$ cat src/rtl/core_ctrl_pkg.sv
// Shared types for the multi-cycle core sequencer: state encoding and latched decode bits.
package core_ctrl_pkg;

    localparam int unsigned STATE_W = 3;

    typedef enum logic [STATE_W-1:0] {
        ST_HALT   = 3'd0,
        ST_FETCH  = 3'd1,
        ST_DECODE = 3'd2,
        ST_EXEC   = 3'd3,
        ST_MEM    = 3'd4,
        ST_WB     = 3'd5
    } state_e;

    typedef struct packed {
        logic load;
        logic store;
        logic reg_wr;
    } dec_bits_t;

endpackage

$ cat src/rtl/core_seq_ctrl_if.sv
// Control/handshake bundle between the sequencer (master) and decoder/datapath/RAM (slave).
interface core_seq_ctrl_if
    import core_ctrl_pkg::*;
#(
    parameter int unsigned CNT_W = 32
);
    logic               run_en;
    logic               step_req;
    logic               halt_req;
    logic               dec_load;
    logic               dec_store;
    logic               dec_reg_wr;
    logic               dec_illegal;
    logic               mem_ack;
    logic               ir_we;
    logic               pc_we;
    logic               reg_we;
    logic               mem_rd;
    logic               mem_wr;
    logic               halted;
    logic               fault;
    logic [CNT_W-1:0]   instret;
    logic [STATE_W-1:0] state_o;

    modport master (
        input  run_en, step_req, halt_req,
        input  dec_load, dec_store, dec_reg_wr, dec_illegal, mem_ack,
        output ir_we, pc_we, reg_we, mem_rd, mem_wr,
        output halted, fault, instret, state_o
    );

    modport slave (
        output run_en, step_req, halt_req,
        output dec_load, dec_store, dec_reg_wr, dec_illegal, mem_ack,
        input  ir_we, pc_we, reg_we, mem_rd, mem_wr,
        input  halted, fault, instret, state_o
    );
endinterface

$ cat src/rtl/core_seq_ctrl_mem_wdog.sv
// MEM-state wait counter; expired is high during the last permitted MEM cycle.
module mem_wdog #(
    parameter int unsigned MEM_TIMEOUT = 15
) (
    input  logic clk,
    input  logic rst,
    input  logic clr,
    input  logic en,
    output logic expired
);
    localparam int unsigned CW = $clog2(MEM_TIMEOUT + 1);

    logic [CW-1:0] cnt;

    always_ff @(posedge clk) begin
        if (rst || clr) begin
            cnt <= '0;
        end else if (en && !expired) begin
            cnt <= cnt + CW'(1);
        end
    end

    assign expired = (cnt == CW'(MEM_TIMEOUT - 1));
endmodule

$ cat src/rtl/core_seq_ctrl.sv
// Multi-cycle instruction sequencer: FETCH/DECODE/EXEC/MEM/WB with run/halt/step debug
// control, RAM ack timeout and retired-instruction counter.
module core_seq_ctrl
    import core_ctrl_pkg::*;
#(
    parameter int unsigned MEM_TIMEOUT = 15,
    parameter int unsigned CNT_W       = 32
) (
    input  logic             clk,
    input  logic             rst,
    core_seq_ctrl_if.master  bus
);
    state_e          state_q, state_d;
    logic            fault_q, fault_d;
    logic            halt_pend_q, halt_pend_d;
    logic            step_flag_q, step_flag_d;
    logic [CNT_W-1:0] instret_q, instret_d;
    dec_bits_t       dec_q, dec_d;
    logic            wdog_expired;

    mem_wdog #(.MEM_TIMEOUT(MEM_TIMEOUT)) u_wdog (
        .clk     (clk),
        .rst     (rst),
        .clr     (state_q != ST_MEM),
        .en      (state_q == ST_MEM),
        .expired (wdog_expired)
    );

    always_ff @(posedge clk) begin
        if (rst) begin
            state_q     <= ST_HALT;
            fault_q     <= 1'b0;
            halt_pend_q <= 1'b0;
            step_flag_q <= 1'b0;
            instret_q   <= '0;
            dec_q       <= '0;
        end else begin
            state_q     <= state_d;
            fault_q     <= fault_d;
            halt_pend_q <= halt_pend_d;
            step_flag_q <= step_flag_d;
            instret_q   <= instret_d;
            dec_q       <= dec_d;
        end
    end

    always_comb begin
        state_d     = state_q;
        fault_d     = fault_q;
        halt_pend_d = halt_pend_q;
        step_flag_d = step_flag_q;
        instret_d   = instret_q;
        dec_d       = dec_q;

        if (state_q != ST_HALT && bus.halt_req) begin
            halt_pend_d = 1'b1;
        end

        case (state_q)
            ST_HALT: begin
                if (!fault_q) begin
                    if (bus.run_en) begin
                        state_d = ST_FETCH;
                    end else if (bus.step_req) begin
                        state_d     = ST_FETCH;
                        step_flag_d = 1'b1;
                    end
                end
            end
            ST_FETCH: state_d = ST_DECODE;
            ST_DECODE: begin
                dec_d.load   = bus.dec_load;
                dec_d.store  = bus.dec_store;
                dec_d.reg_wr = bus.dec_reg_wr;
                if (bus.dec_illegal) begin
                    fault_d = 1'b1;
                    state_d = ST_HALT;
                end else begin
                    state_d = ST_EXEC;
                end
            end
            ST_EXEC: state_d = (dec_q.load || dec_q.store) ? ST_MEM : ST_WB;
            ST_MEM: begin
                if (bus.mem_ack) begin
                    state_d = ST_WB;
                end else if (wdog_expired) begin
                    fault_d = 1'b1;
                    state_d = ST_HALT;
                end
            end
            ST_WB: begin
                instret_d = instret_q + CNT_W'(1);
                if (halt_pend_q || bus.halt_req || step_flag_q || !bus.run_en) begin
                    state_d = ST_HALT;
                end else begin
                    state_d = ST_FETCH;
                end
            end
            default: state_d = ST_HALT;
        endcase

        // Debug flags never survive into HALT, whichever path got us there.
        if (state_d == ST_HALT) begin
            halt_pend_d = 1'b0;
            step_flag_d = 1'b0;
        end
    end

    assign bus.ir_we   = (state_q == ST_FETCH);
    assign bus.pc_we   = (state_q == ST_WB);
    assign bus.reg_we  = (state_q == ST_WB) && dec_q.reg_wr;
    assign bus.mem_wr  = (state_q == ST_MEM) && dec_q.store;
    assign bus.mem_rd  = (state_q == ST_MEM) && dec_q.load && !dec_q.store;
    assign bus.halted  = (state_q == ST_HALT);
    assign bus.fault   = fault_q;
    assign bus.instret = instret_q;
    assign bus.state_o = state_q;
endmodule
$ cat src/flat_wrapper.sv
// flat-port wrapper written by rule: the top's interface ports become plain ports
module core_seq_ctrl_flat import core_ctrl_pkg::*;
#(
    parameter int unsigned MEM_TIMEOUT = 15,
    parameter int unsigned CNT_W       = 32
)
  (clk, rst, bus_run_en, bus_step_req, bus_halt_req, bus_dec_load, bus_dec_store, bus_dec_reg_wr, bus_dec_illegal, bus_mem_ack, bus_ir_we, bus_pc_we, bus_reg_we, bus_mem_rd, bus_mem_wr, bus_halted, bus_fault, bus_instret, bus_state_o);
  core_seq_ctrl_if #(.CNT_W(CNT_W)) bus_i ();
  input  logic clk;
  input  logic rst;
  input wire logic [$bits(bus_i.run_en)-1:0] bus_run_en;
  input wire logic [$bits(bus_i.step_req)-1:0] bus_step_req;
  input wire logic [$bits(bus_i.halt_req)-1:0] bus_halt_req;
  input wire logic [$bits(bus_i.dec_load)-1:0] bus_dec_load;
  input wire logic [$bits(bus_i.dec_store)-1:0] bus_dec_store;
  input wire logic [$bits(bus_i.dec_reg_wr)-1:0] bus_dec_reg_wr;
  input wire logic [$bits(bus_i.dec_illegal)-1:0] bus_dec_illegal;
  input wire logic [$bits(bus_i.mem_ack)-1:0] bus_mem_ack;
  output wire logic [$bits(bus_i.ir_we)-1:0] bus_ir_we;
  output wire logic [$bits(bus_i.pc_we)-1:0] bus_pc_we;
  output wire logic [$bits(bus_i.reg_we)-1:0] bus_reg_we;
  output wire logic [$bits(bus_i.mem_rd)-1:0] bus_mem_rd;
  output wire logic [$bits(bus_i.mem_wr)-1:0] bus_mem_wr;
  output wire logic [$bits(bus_i.halted)-1:0] bus_halted;
  output wire logic [$bits(bus_i.fault)-1:0] bus_fault;
  output wire logic [$bits(bus_i.instret)-1:0] bus_instret;
  output wire logic [$bits(bus_i.state_o)-1:0] bus_state_o;
  assign bus_i.run_en = bus_run_en;
  assign bus_i.step_req = bus_step_req;
  assign bus_i.halt_req = bus_halt_req;
  assign bus_i.dec_load = bus_dec_load;
  assign bus_i.dec_store = bus_dec_store;
  assign bus_i.dec_reg_wr = bus_dec_reg_wr;
  assign bus_i.dec_illegal = bus_dec_illegal;
  assign bus_i.mem_ack = bus_mem_ack;
  assign bus_ir_we = bus_i.ir_we;
  assign bus_pc_we = bus_i.pc_we;
  assign bus_reg_we = bus_i.reg_we;
  assign bus_mem_rd = bus_i.mem_rd;
  assign bus_mem_wr = bus_i.mem_wr;
  assign bus_halted = bus_i.halted;
  assign bus_fault = bus_i.fault;
  assign bus_instret = bus_i.instret;
  assign bus_state_o = bus_i.state_o;
  core_seq_ctrl #(.MEM_TIMEOUT(MEM_TIMEOUT), .CNT_W(CNT_W)) u_core (.clk(clk), .rst(rst), .bus(bus_i));
endmodule
$ cat config.mk
export PLATFORM = sky130hd
export DESIGN_NAME = core_seq_ctrl_flat
export DESIGN_NICKNAME = d
export VERILOG_FILES = /design/src/rtl/core_ctrl_pkg.sv /design/src/rtl/core_seq_ctrl_if.sv /design/src/rtl/core_seq_ctrl_mem_wdog.sv /design/src/rtl/core_seq_ctrl.sv /design/src/flat_wrapper.sv
export SDC_FILE = /design/constraint.sdc
export NUM_CORES = 1
export LEC_CHECK = 0
export ABC_AREA = 1
export CORE_MARGIN = 5
export CORE_UTILIZATION = 54
export DETAILED_ROUTE_END_ITERATION = 16
export GPL_ROUTABILITY_DRIVEN = 0
export PLACE_DENSITY_LB_ADDON = 0.12
export SYNTH_ARGS = -nofsm -noshare
export SYNTH_HDL_FRONTEND = slang
export SYNTH_SLANG_ARGS = --single-unit
$ cat constraint.sdc
create_clock -name clk -period 2.4 [get_ports clk]
set_input_delay 0.36 -clock clk [delete_from_list [all_inputs] [get_ports clk]]
set_output_delay 0.36 -clock clk [all_outputs]
set_load 0.01 [all_outputs]
# Word level (Yosys, flattened, before mapping)
# Cells that the tools add are included.
[word_totals]
mem_count = 0
input_bits = 10
elab_cells = 57
ram_bits = 0
rom_bits = 0
latch_bits = 0
out_inout_bits = 42
regBits = 45
[op_classes]
div_mod_pow = 0
n_reduce_logical = 21
eq_ne = 10
n_mul = 0
n_shift = 0
n_mux = 13
n_lt_le_gt_ge = 0
n_bitwise = 2
n_addsub = 2
[op_table]
columns = ["cell", "n"]
rows = [
  ["32-bit by 1-bit adder with 32-bit output (second input constant)", 1],
  ["3-bit case mux with 6 select lines", 1],
  ["3-bit two-way mux", 5],
  ["4-bit AND reduction", 2],
  ["3-bit by 2-bit equality test with 1-bit output (second input constant)", 2],
  ["3-bit equality test (second input constant)", 2],
  ["1-bit logical AND", 6],
  ["3-bit zero test", 2],
  ["1-bit logical OR", 5],
  ["1-bit two-way mux", 5],
  ["4-bit by 1-bit adder with 4-bit output (second input constant)", 1],
  ["4-bit equality test (second input constant)", 1],
  ["2-bit inequality test (second input constant)", 2],
  ["3-bit by 1-bit equality test with 1-bit output (second input constant)", 1],
  ["1-bit zero test", 3],
  ["3-bit inequality test (second input constant)", 1],
  ["3-bit nonzero test", 1],
  ["2-bit two-way mux", 1],
  ["2-bit by 1-bit inequality test with 1-bit output (second input constant)", 1],
  ["1-bit NOT", 2],
  ["1-bit case mux with 2 select lines", 1],
  ["2-bit nonzero test", 1],
  ["2-bit OR reduction", 1],
]

# Longest topological paths before layout
# Gate-level depths: netlist of the first run.
[logic_depth]
word_depth = 7
ltp_mapped = 9
mapped_depth_nobuf = 9

# By module
# Synthesis of the first run repeated with hierarchy kept, for this count alone.
[unflattened]
cells_unflattened = 365
hier_area_um2 = 2422.3
[by_module_without_submodules]
columns = ["module", "seq_area_each_um2", "cells_per_inst", "instances", "area_each_um2"]
rows = [
  ["core_seq_ctrl", 820.8, 334, 1, 2185.8],
  ["mem_wdog", 80.1, 31, 1, 236.5],
]

# Worst setup path after synthesis of the first run
# No wires, ideal clock.
[synth_timing]
kind = "register -> register"
start = "reg u_core.instret_q[0] (netlist: u_core.bus.instret[0])"
end = "reg u_core.instret_q[12] (netlist: u_core.bus.instret[12])"
setup_ps = 126
required_ps = 2274
path_stages_with_launch = 8
synth_period_minus_slack_ps = 1380
t_arrival_ps = 1255
setup_slack_ps = 1020
cell_sequence = "dfxtp_1 -> ha_1 -> nand3_1 -> nor2_1 -> nand2_1 -> nor2_2 -> nand2_1 -> nor3b_2"
[synth_via]
elab_chain_len = 1
[synth_rtl]
columns = ["element", "line_no", "source"]
rows = [
  ["start, declared", "core_seq_ctrl.sv:17", "logic [CNT_W-1:0] instret_q, instret_d;"],
  ["start signal, assigned", "core_seq_ctrl.sv:42", "instret_q <= instret_d;"],
  ["32-bit by 1-bit adder with 32-bit output", "core_seq_ctrl.sv:92", "instret_d = instret_q + CNT_W'(1);"],
]
# Every way passes these cells.
# A chain may end at the register's enable or synchronous reset.

# Worst setup path after layout of the first run
[layout_timing]
start = "reg u_core.state_q[0] (netlist: u_core.bus.state_o[0])"
end = "out bus_mem_rd"
[layout_via]
elab_chain_len = 3
[layout_rtl]
columns = ["element", "line_no", "source"]
rows = [
  ["start, declared", "core_seq_ctrl.sv:13", "state_e state_q, state_d;"],
  ["start signal, assigned", "core_seq_ctrl.sv:38", "state_q <= state_d;"],
  ["3-bit equality test", "core_seq_ctrl.sv:113", "assign bus.mem_rd = (state_q == ST_MEM) && dec_q.load && !dec_q.store;"],
  ["1-bit logical AND (2 in a row)", "core_seq_ctrl.sv:113", ""],
  ["end, declared", "flat_wrapper.sv:22", "output wire logic [$bits(bus_i.mem_rd)-1:0] bus_mem_rd;"],
]
# Every way passes these cells.

==> metrics.md, run 1 <==
| Metric | Value |
|---|---|
| PnR worst setup slack | 0.2522 ns |
| Cells after Synth | 363 |
| Starting DRC count in detailed routing | 163 |
| Pre-Repair DR Iteration Count | 4 |
| PD cells | 496.5 nW/um^2 |
| ANT cells | 0 |
| Total clock sinks | 45 |
| Setup crit start | u_core.bus.state_o[0]$_SDFF_PP0_ |
| Fillers | 396 |
| Fin util | 0.7046 |
| Worst slack, placed | 0.5842 ns |
| Die height | 76.51 um |
| Status | finished, final reports clean |
| Total power | 1.513 mW |
| Synth Area in Compound Gates | 0.1090 |
| I/O pin count | 52 |
| CP required | 2.04 ns |
| Flops & latches, synth | 45 |
| Non-Filler Instances | 471 |
| Min Hold Slack | 0.4601 ns |
| Most frequent cells in the layout | nand2_1, nor2_1, inv_1 |
| Nets | 432 |
| Share of Yosys cell area claimed by the top area cell type | 0.3772 |
| Yosys warning count | 0 |
| First-pass GRT wire length | 9770 um |
| Worst r2r dst | u_core.step_flag_q$_SDFFE_PP0P_ |
| H-tree Lvls | 2 |
| Clock buffer depth | 2 |
| Critical Path AT | 1.79 ns |
| Min Tclk post-route | 2.148 ns |
| Clock root buffer master | clkbuf_8 |
| Register area share after synthesis | 0.3772 |
| Post-CTS Setup Bufs | 0 |
| Simple-gate share of the synthesized area | 0.4018 |
| Setup TNS | 0 ns |
| Critical path capture point type | output pin |
| Clock buffer count from CTS | 5 |
| Largest family of logic cells by synthesized area | simple AND/OR/NAND/NOR gates |
| P_leak | 1.212 nW |
| # rows | 24 |
| Min-delay worst type | reg -> reg |
| Synth cell types | 29 |
| Synth Area in Adders | 0.01572 |
| Routed wire length | 5627 um |
| Hold_sp | u_core.dec_q[0]$_SDFFE_PP0P_ |
| Via count | 2,436 |
| Worst Tran Pin Value | 0.4269 ns |
| Critical Path Source Type | flop |
| IO Port Bufs | 51 |
| Hold Buf Count CTS | 0 |
| R2r setup slk | 0.74 ns |
| Largest net degree at the start of global routing | 16 |
| Final setup fails | 0 |
| Relative slew slack | 0.7151 |
| Reg2reg start | u_core.u_wdog.cnt[0]$_SDFFE_PP0P_ |
| DRC Markers | 0 |
| Max-cap viol count | 0 |
| R2R depth | 9 |
| Area leader, netlist | dfxtp_1 |
| Synth top area cells | dfxtp_1, nand2_1, nor2_1 |
| Global Route Usage Sum | 0.1981 |
| Fmax | 0.4656 GHz |
| Syn nets | 376 |
| Routed vias/inst | 5.172 |
| Layout cells sized above 1 | 0.05967 |
| Synth-to-Final Area Change | 27.55% |
| Chip width | 76.51 um |
| GRT Residual Overflow | 0 |
| Setup Crit Path Kind | reg -> out |
| RSZ-0062 raised after global routing | false |
| DRT antenna net count | 0 |
| Dpl hpwl | 4418 um |
| XOR/XNOR share of the synthesized area | 0.003667 |
| Slew Viols, Final | 0 |
| Hold Path Cell Cnt | 2 |
| DIE AREA | 5853 sq um |
| Initial Util | 0.5524 |
| Fin area | 3047 sq um |
| Most common library cell in the layout ignoring fill and taps | nand2_1 |
| Initial antenna violation count | 0 |
| Worst-path clk slew | 0.08 ns |
| Maximum VDD drop | 0.3361 mV |
| Dpl cells | 464 |
| Syn_area_per_cell | 6.580 sq um |
| Routed len/inst | 11.95 um |
| Number of global-route vias before repair | 2,190 |
| Post-route clock period utilization | 0.8949 |
| Post-CTS sizing | 0 |
| Synth Cell Area | 2389 sq um |
| CP max FO | 7 |
| Post-synthesis mux area share | 0 |
| Core Area | 4324 sq um |
| Worst hold endpoint | u_core.dec_q[0]$_SDFFE_PP0P_ |
| Layout Skew | 0.002615 ns |
| Worst skew pair latency | 0.29 ns |
| DP Area | 2960 sq um |
| TritonCTS clock tree | yes |
| Fin. Hold Viols | 0 |
## power breakdown
part           internal (mW)  switching (mW)
registers              0.776          0.0277
clock network          0.229           0.244
logic                  0.102           0.134
total                   1.11           0.406
## state kept, by name (all words and copies together) (netlist names)
register            flops
u_core.dec_q            3
u_core.bus.fault        1
u_core.bus.state_o      3
u_core.halt_pend_q      1
u_core.bus.instret     32
u_core.step_flag_q      1
u_core.u_wdog.cnt       4
## layer usage
| layer | vias up | part of all wire | GRT usage |
|---|---|---|---|
| met5 | - | 0 | 0 |
| met3 | 4 | 0.072 | 0.05437 |
| li1 | 1266 | - | - |
| met4 | 0 | 0.010 | 0.06119 |
| met1 | 1103 | 0.44 | 0.2417 |
| met2 | 63 | 0.48 | 0.3365 |
## synth_stat cells
cell type	number
nand2_1	81
nor2_1	66
inv_1	52
dfxtp_1	45
a21oi_1	26
nand3_1	24
o21ai_0	18
nand4_1	11
nor3_1	7
nor2_4	4
clkbuf_1	3
ha_1	3
nor2_2	3
a31oi_1	2
inv_2	2
nand3_2	2
nand3_4	2
a211oi_1	1
buf_4	1
nand2_2	1
nand2_4	1
nand3b_1	1
nor2_8	1
nor3b_1	1
nor3b_2	1
o21a_1	1
o21ai_1	1
o31ai_1	1
xor2_1	1
## area by class of cell
cell class,count,area [sq um],area share
clock buffers,7,86.33,0.02834
inverters,54,202.7,0.06653
multi-input cells,260,1266,0.4156
flip-flops and latches,45,900.9,0.2957
well taps,52,65.06,0.02136
repair buffers,53,525.5,0.1725
## how the worst max path moves through the flow
stage                                     endpoint
2_1_floorplan  u_core.bus.instret[12]$_SDFFE_PP0N_
3_3_place_gp                            bus_mem_rd
3_5_place_dp                            bus_mem_rd
4_1_cts                                 bus_mem_rd
5_1_grt                                 bus_mem_rd
6_report                                bus_mem_rd
## logic make-up after synthesis
| group | Yosys count |
|---|---|
| AO/OA/AOI/OAI | 50 |
| XOR/XNOR | 1 |
| adder cells (fa/ha/maj) | 3 |
| buffers and inverters | 58 |
| flip-flops | 45 |
| AND/OR/NAND/NOR | 206 |
## critical path, stage by stage (launching register included)
cell and delay, ns:
dfxtp_1 0.39, nor2_1 0.19, nand2_1 0.17, nor3_1 0.17, clkdlybuf4s50_1 0.56
Note: power is estimated with default switching activity, not from simulation.
==> inputs of run 2 (changes only) <==
--- a/config.mk
+++ b/config.mk
@@ -6,8 +6,8 @@
 export NUM_CORES = 1
 export LEC_CHECK = 0
 export ABC_AREA = 1
-export CORE_MARGIN = 5
-export CORE_UTILIZATION = 54
+export CORE_MARGIN = 3
+export CORE_UTILIZATION = 45
 export DETAILED_ROUTE_END_ITERATION = 16
 export GPL_ROUTABILITY_DRIVEN = 0
 export PLACE_DENSITY_LB_ADDON = 0.12
==> run 2 against run 1 <==
Largest cell class unchanged. First-iteration DRC count fell by 31%. Worst setup slack got worse by 0.012 ns. Non-clock buffer count did not move. Highest routed layer unchanged.
==> metrics.md, run 2 (synthesized netlist as in run 1, its figures left out) <==
| Metric | Value |
|---|---|
| Fin. Hold Viols | 0 (unchanged) |
| Net Sw Frac | 0.2593 (-0.009473) |
| Critical path capture point type | output pin |
| Dpl hpwl | 4457 um (+0.89%) |
| Switch Pwr | 0.4131 mW (+1.6%) |
| Min Hold Slack | 0.4814 ns (+0.02135 ns) |
| Worst skew pair latency | 0.30 ns (about the same) |
| RSZ-0062 raised after global routing | false |
| Setup Crit Path Kind | reg -> out |
| Die height | 78.86 um (+3.1%) |
| Relative slew slack | 0.7360 (+0.02094) |
| Routed len/inst | 12.01 um (+0.55%) |
| Slew Viols, Final | 0 (unchanged) |
| DP Area | 2979 sq um (+0.63%) |
| CP max FO | 7 (unchanged) |
| TritonCTS clock tree | yes |
| Clock buffer count from CTS | 5 (unchanged) |
| Dpl cells | 479 (+3.2%) |
| Chip width | 78.86 um (+3.1%) |
| Number of global-route vias before repair | 2,172 (-0.82%) |
| Routed vias/inst | 4.994 (-3.4%) |
| Layout Skew | 0.009261 ns (+0.006647 ns) |
| Max reg flops | 32 (unchanged) |
| Nets | 432 (unchanged) |
| Clk pwr share | 0.350 (+0.037) |
| Min-delay worst type | reg -> reg |
| Maximum VDD drop | 0.4494 mV (+34%) |
| Post-route clock period utilization | 0.8997 (+0.004821) |
| DIE AREA | 6218 sq um (+6.2%) |
| Initial Util | 0.4864 (-0.06600) |
| Core Area | 4911 sq um (+14%) |
| Min Tclk post-route | 2.159 ns (+0.01157 ns) |
| Pre-Repair DR Iteration Count | 5 (+1) |
| Hold Buf Count CTS | 0 (unchanged) |
| DRT antenna net count | 0 (unchanged) |
| Starting DRC count in detailed routing | 112 (-31%) |
| Global Route Usage Sum | 0.1993 (+0.001194) |
| PD cells | 516.9 nW/um^2 (+4.1%) |
| Total clock sinks | 45 (unchanged) |
| Critical Path Source Type | flop |
| P_leak | 1.222 nW (+0.80%) |
| Layout cells sized above 1 | 0.06205 (+0.002387) |
| Max-cap viol count | 0 (unchanged) |
| Critical Path AT | 1.80 ns (about the same) |
| Clock root buffer master | clkbuf_8 |
| Most frequent cells in the layout | nand2_1, nor2_1, inv_1 |
| Largest net degree at the start of global routing | 27 (+11) |
| Final setup fails | 0 (unchanged) |
| Post-CTS sizing | 0 (unchanged) |
| First-pass GRT wire length | 9956 um (+1.9%) |
| H-tree Lvls | 2 (unchanged) |
| Most common library cell in the layout ignoring fill and taps | nand2_1 |
| DRC Markers | 0 (unchanged) |
| Via count | 2,427 (-0.37%) |
| Worst-path clk slew | 0.08 ns (about the same) |
| Post-CTS Setup Bufs | 0 (unchanged) |
| Clock buffer depth | 2 (unchanged) |
| Fin area | 3083 sq um (+1.2%) |
| # rows | 25 (+4.2%) |
| Combinational share of power | 0.146 (-0.010) |
| Total power | 1.593 mW (+5.3%) |
| Fmax | 0.4631 GHz (-0.54%) |
| Setup TNS | 0 ns (unchanged) |
| P_int | 1.180 mW (+6.7%) |
| Worst Tran Pin Value | 0.3945 ns (-0.03240 ns) |
| Sequential Power Share | 0.503 (-0.028) |
| Synth-to-Final Area Change | 29.07% |
| ANT cells | 0 (unchanged) |
| Initial antenna violation count | 0 (unchanged) |
| Routed wire length | 5838 um (+3.7%) |
| CP required | 2.04 ns (about the same) |
| I/O pin count | 52 (unchanged) |
| IO Port Bufs | 51 (unchanged) |
| Non-Filler Instances | 486 (+3.2%) |
| Status | finished, final reports clean |
| Fillers | 482 (+22%) |
| GRT Residual Overflow | 0 (unchanged) |
[run 2: changes by cell type in the layout (fill, tap and decap cells not counted), sizes merged]
cell / change
clkinv: +1
bufinv: +1
clkbuf: -2
[run 2: worst paths after layout]
check                                              to  slack (ns)                               start  cells past startpoint
setup / recovery                           bus_mem_rd        0.24    u_core.bus.state_o[0]$_SDFF_PP0_                      4
hold / removal           u_core.dec_q[0]$_SDFFE_PP0P_        0.48        u_core.dec_q[0]$_SDFFE_PP0P_                      2
setup reg to reg  u_core.bus.instret[26]$_SDFFE_PP0N_        0.76  u_core.bus.instret[0]$_SDFFE_PP0N_                      7
hold reg to reg          u_core.dec_q[0]$_SDFFE_PP0P_        0.48        u_core.dec_q[0]$_SDFFE_PP0P_                      2
[run 2: cell type report]
cell class / instances / area [sq um] / area share
Clock buffer: 5 / 68.82 / 0.02232
Clock inverter: 2 / 35.03 / 0.01136
Inverter: 54 / 202.7 / 0.06575
Multi-Input combinational cell: 260 / 1266 / 0.4107
Sequential cell: 45 / 900.9 / 0.2922
Tap cell: 67 / 83.83 / 0.02719
Timing Repair Buffer: 53 / 525.5 / 0.1705
[run 2: power by group through the flow]
stage          Clock (mW)  Combinational (mW)  Sequential (mW)
6_report            0.558               0.233            0.802
5_1_grt             0.603               0.258            0.806
4_1_cts             0.571               0.236            0.802
3_5_place_dp            0               0.234            0.820
3_3_place_gp            0               0.232            0.819
2_1_floorplan           0               0.133            0.823
[run 2: per-stage QoR]
| step | utilization | setup WS, ns |
|---|---|---|
| floorplan | - | 1.020 |
| global placement | 0.6066 | 0.6214 |
| detailed placement | 0.6066 | 0.5950 |
| CTS | 0.6278 | 0.2574 |
| global route | 0.6278 | 0.1312 |
| finish | 0.6278 | 0.2406 |
[run 2: per-layer routing]
layer	part of all wire	vias to the layer above	global-route usage
li1	-	1264	-
met5	0	-	0
met3	0.046	7	0.03968
met4	0.0082	0	0.05670
met2	0.48	50	0.3379
met1	0.46	1106	0.2572
[run 2: critical path, cell delays in order, from the launching register on]
cell and delay [ns]:
dfxtp_1 0.39, nor2_1 0.20, nand2_1 0.17, nor3_1 0.17, clkdlybuf4s50_1 0.56
==> inputs of run 3 (changes only) <==
--- a/config.mk
+++ b/config.mk
@@ -6,7 +6,6 @@
 export NUM_CORES = 1
 export LEC_CHECK = 0
 export ABC_AREA = 1
-export CORE_MARGIN = 3
 export CORE_UTILIZATION = 45
 export DETAILED_ROUTE_END_ITERATION = 16
 export GPL_ROUTABILITY_DRIVEN = 0
==> run 3 against run 2 <==
Sequential power about the same. Critical endpoint unchanged. Clock-buffer cell count stayed put. Utilization shrank 2.8 points. Highest routed layer unchanged. Global-route usage rose by 1.6 points. First-iteration DRC count rose by 40%. Maximum frequency is 0.70% higher. Critical path type unchanged. Flip-flop and latch count did not move.
==> metrics.md, run 3 (synthesized netlist as in run 1, its figures left out) <==
| Metric | Value |
|---|---|
| Critical Path Source Type | flop |
| H-tree Lvls | 2 (unchanged) |
| Worst skew pair latency | 0.30 ns (about the same) |
| Pre-Repair DR Iteration Count | 4 (-1) |
| Layout Skew | 0.007855 ns (-0.001406 ns) |
| Post-route clock period utilization | 0.8935 (-0.006217) |
| Die height | 74.86 um (-5.1%) |
| Core Area | 5107 sq um (+4.0%) |
| Most common library cell in the layout ignoring fill and taps | nand2_1 |
| Chip width | 74.86 um (-5.1%) |
| Global Route Usage Sum | 0.2155 (+0.01618) |
| Clk pwr share | 0.300 (-0.050) |
| Max reg flops | 32 (unchanged) |
| Worst-path clk slew | 0.08 ns (about the same) |
| DRT antenna net count | 0 (unchanged) |
| Initial Util | 0.4677 (-0.01871) |
| Fin area | 3064 sq um (-0.61%) |
| Most frequent cells in the layout | nand2_1, nor2_1, inv_1 |
| Dpl cells | 483 (+0.84%) |
| Routed wire length | 5652 um (-3.2%) |
| PnR worst setup slack | 0.2556 ns (+0.01492 ns) |
| Clock buffer depth | 2 (unchanged) |
| Critical Path AT | 1.78 ns (-0.02 ns) |
| Non-Filler Instances | 489 (+0.62%) |
| GRT Residual Overflow | 0 (unchanged) |
| Post-CTS sizing | 0 (unchanged) |
| Cell Chain, Critical Path | nor2_1 -> nand2_1 -> nor3_1 -> clkdlybuf4s50_1 |
| Critical path capture point type | output pin |
| Reg area | 900.9 sq um (unchanged) |
| DRC Markers | 0 (unchanged) |
| Total clock sinks | 45 (unchanged) |
| Synth-to-Final Area Change | 28.29% |
| WP buf/inv | 1 (unchanged) |
| Clock root buffer master | clkbuf_8 |
| I/O pin count | 52 (unchanged) |
| Nets | 433 (+0.23%) |
| Switch Pwr | 0.4134 mW (about the same) |
| Slowest-stage cell, CP | clkdlybuf4s50_1 |
| CP max stage delay | 0.57 ns (about the same) |
| Setup Crit Path Kind | reg -> out |
| Starting DRC count in detailed routing | 157 (+40%) |
| TritonCTS clock tree | yes |
| # rows | 26 (+4.0%) |
| Setup TNS | 0 ns (unchanged) |
| Hold Buf Count CTS | 0 (unchanged) |
| Fillers | 523 (+8.5%) |
| First-pass GRT wire length | 9301 um (-6.6%) |
| Max-cap viol count | 0 (unchanged) |
| P_int | 1.071 mW (-9.3%) |
| Post-CTS Setup Bufs | 0 (unchanged) |
| Clock buffer count from CTS | 5 (unchanged) |
| Combinational share of power | 0.158 (+0.012) |
| CP required | 2.04 ns (about the same) |
| Relative slew slack | 0.6400 (-0.09600) |
| ANT cells | 0 (unchanged) |
| Maximum VDD drop | 0.3764 mV (-16%) |
| Worst Tran Pin Value | 0.5394 ns (+0.1449 ns) |
| Worst slack, placed | 0.5703 ns (-0.02472 ns) |
| Largest net degree at the start of global routing | 16 (-41%) |
| Sequential Power Share | 0.543 (+0.040) |
| PD cells | 484.3 nW/um^2 (-6.3%) |
| Area of the multi-input gates | 1266 sq um (unchanged) |
| Dpl hpwl | 4403 um (-1.2%) |
| Number of global-route vias before repair | 2,142 (-1.4%) |
| RSZ-0062 raised after global routing | false |
| Slew Viols, Final | 0 (unchanged) |
| Min-delay worst type | reg -> reg |
| Fin util | 0.6000 (-0.02782) |
| Fin. Hold Viols | 0 (unchanged) |
| Cell family with most CP delay | buffers and inverters |
| Final setup fails | 0 (unchanged) |
| DP Area | 2990 sq um (+0.38%) |
| Via count | 2,435 (+0.33%) |
| P_leak | 1.212 nW (-0.76%) |
| Status | finished, final reports clean |
| Initial antenna violation count | 0 (unchanged) |
| Routed vias/inst | 4.980 (-0.29%) |
| IO Port Bufs | 51 (unchanged) |
| Routed len/inst | 11.56 um (-3.8%) |
| Net Sw Frac | 0.2786 (+0.01930) |
| Fmax | 0.4663 GHz (+0.70%) |
| DIE AREA | 5603 sq um (-9.9%) |
| CP max FO | 7 (unchanged) |
| Min Tclk post-route | 2.144 ns (-0.01492 ns) |
| Layout cells sized above 1 | 0.06205 (unchanged) |
[run 3: worst paths after layout]
kind | from | end | slack [ns] | cells after the start
hold reg to reg | u_core.u_wdog.cnt[3]$_SDFFE_PP0P_ | u_core.u_wdog.cnt[3]$_SDFFE_PP0P_ | 0.46 | 1
setup reg to reg | u_core.bus.instret[0]$_SDFFE_PP0N_ | u_core.bus.instret[26]$_SDFFE_PP0N_ | 0.76 | 7
setup / recovery | u_core.bus.state_o[0]$_SDFF_PP0_ | bus_mem_rd | 0.26 | 4
hold / removal | u_core.u_wdog.cnt[3]$_SDFFE_PP0P_ | u_core.u_wdog.cnt[3]$_SDFFE_PP0P_ | 0.46 | 1
[run 3: power by group through the flow]
stage,Clock [mW],Combinational (mW),Sequential (mW)
after floorplan,0,0.133,0.823
after global placement,0,0.234,0.819
after detailed placement,0,0.234,0.822
after CTS,0.446,0.236,0.805
after global routing,0.477,0.262,0.810
final,0.445,0.234,0.805
[run 3: area by class of cell]
cell class                 instances  area share
timing repair buffer              54      0.1739
sequential                        45      0.2940
inverter                          54     0.06615
clock buffer                       5     0.02246
clock inverter                     1    0.001633
multi-input combinational        260      0.4132
tap                               70     0.02858
[run 3: per-stage QoR]
stage | total power [mW] | hold slack [ns]
final | 1.484 | 0.4556
after global routing | 1.549 | 0.4761
after CTS | 1.487 | 0.4596
after detailed placement | 1.056 | 0.4392
after global placement | 1.053 | 0.4407
after floorplan | 0.9550 | 0.4214
[run 3: worst reg2reg max path: stages (launching register included)]
cell      delay, ns
dfxtp_1        0.40
ha_1           0.27
nand4_1        0.21
nor2_1         0.28
nand3b_1       0.16
nor2_1         0.11
nor2_1         0.05
nor2_1         0.10
[run 3: routing by layer]
| metal | vias up | routed length [um] | global-route usage |
|---|---|---|---|
| met3 | 5 | 284 | 0.05221 |
| met2 | 60 | 2649 | 0.3814 |
| li1 | 1273 | - | - |
| met5 | - | 0 | 0 |
| met1 | 1097 | 2667 | 0.2661 |
| met4 | 0 | 51 | 0.04403 |
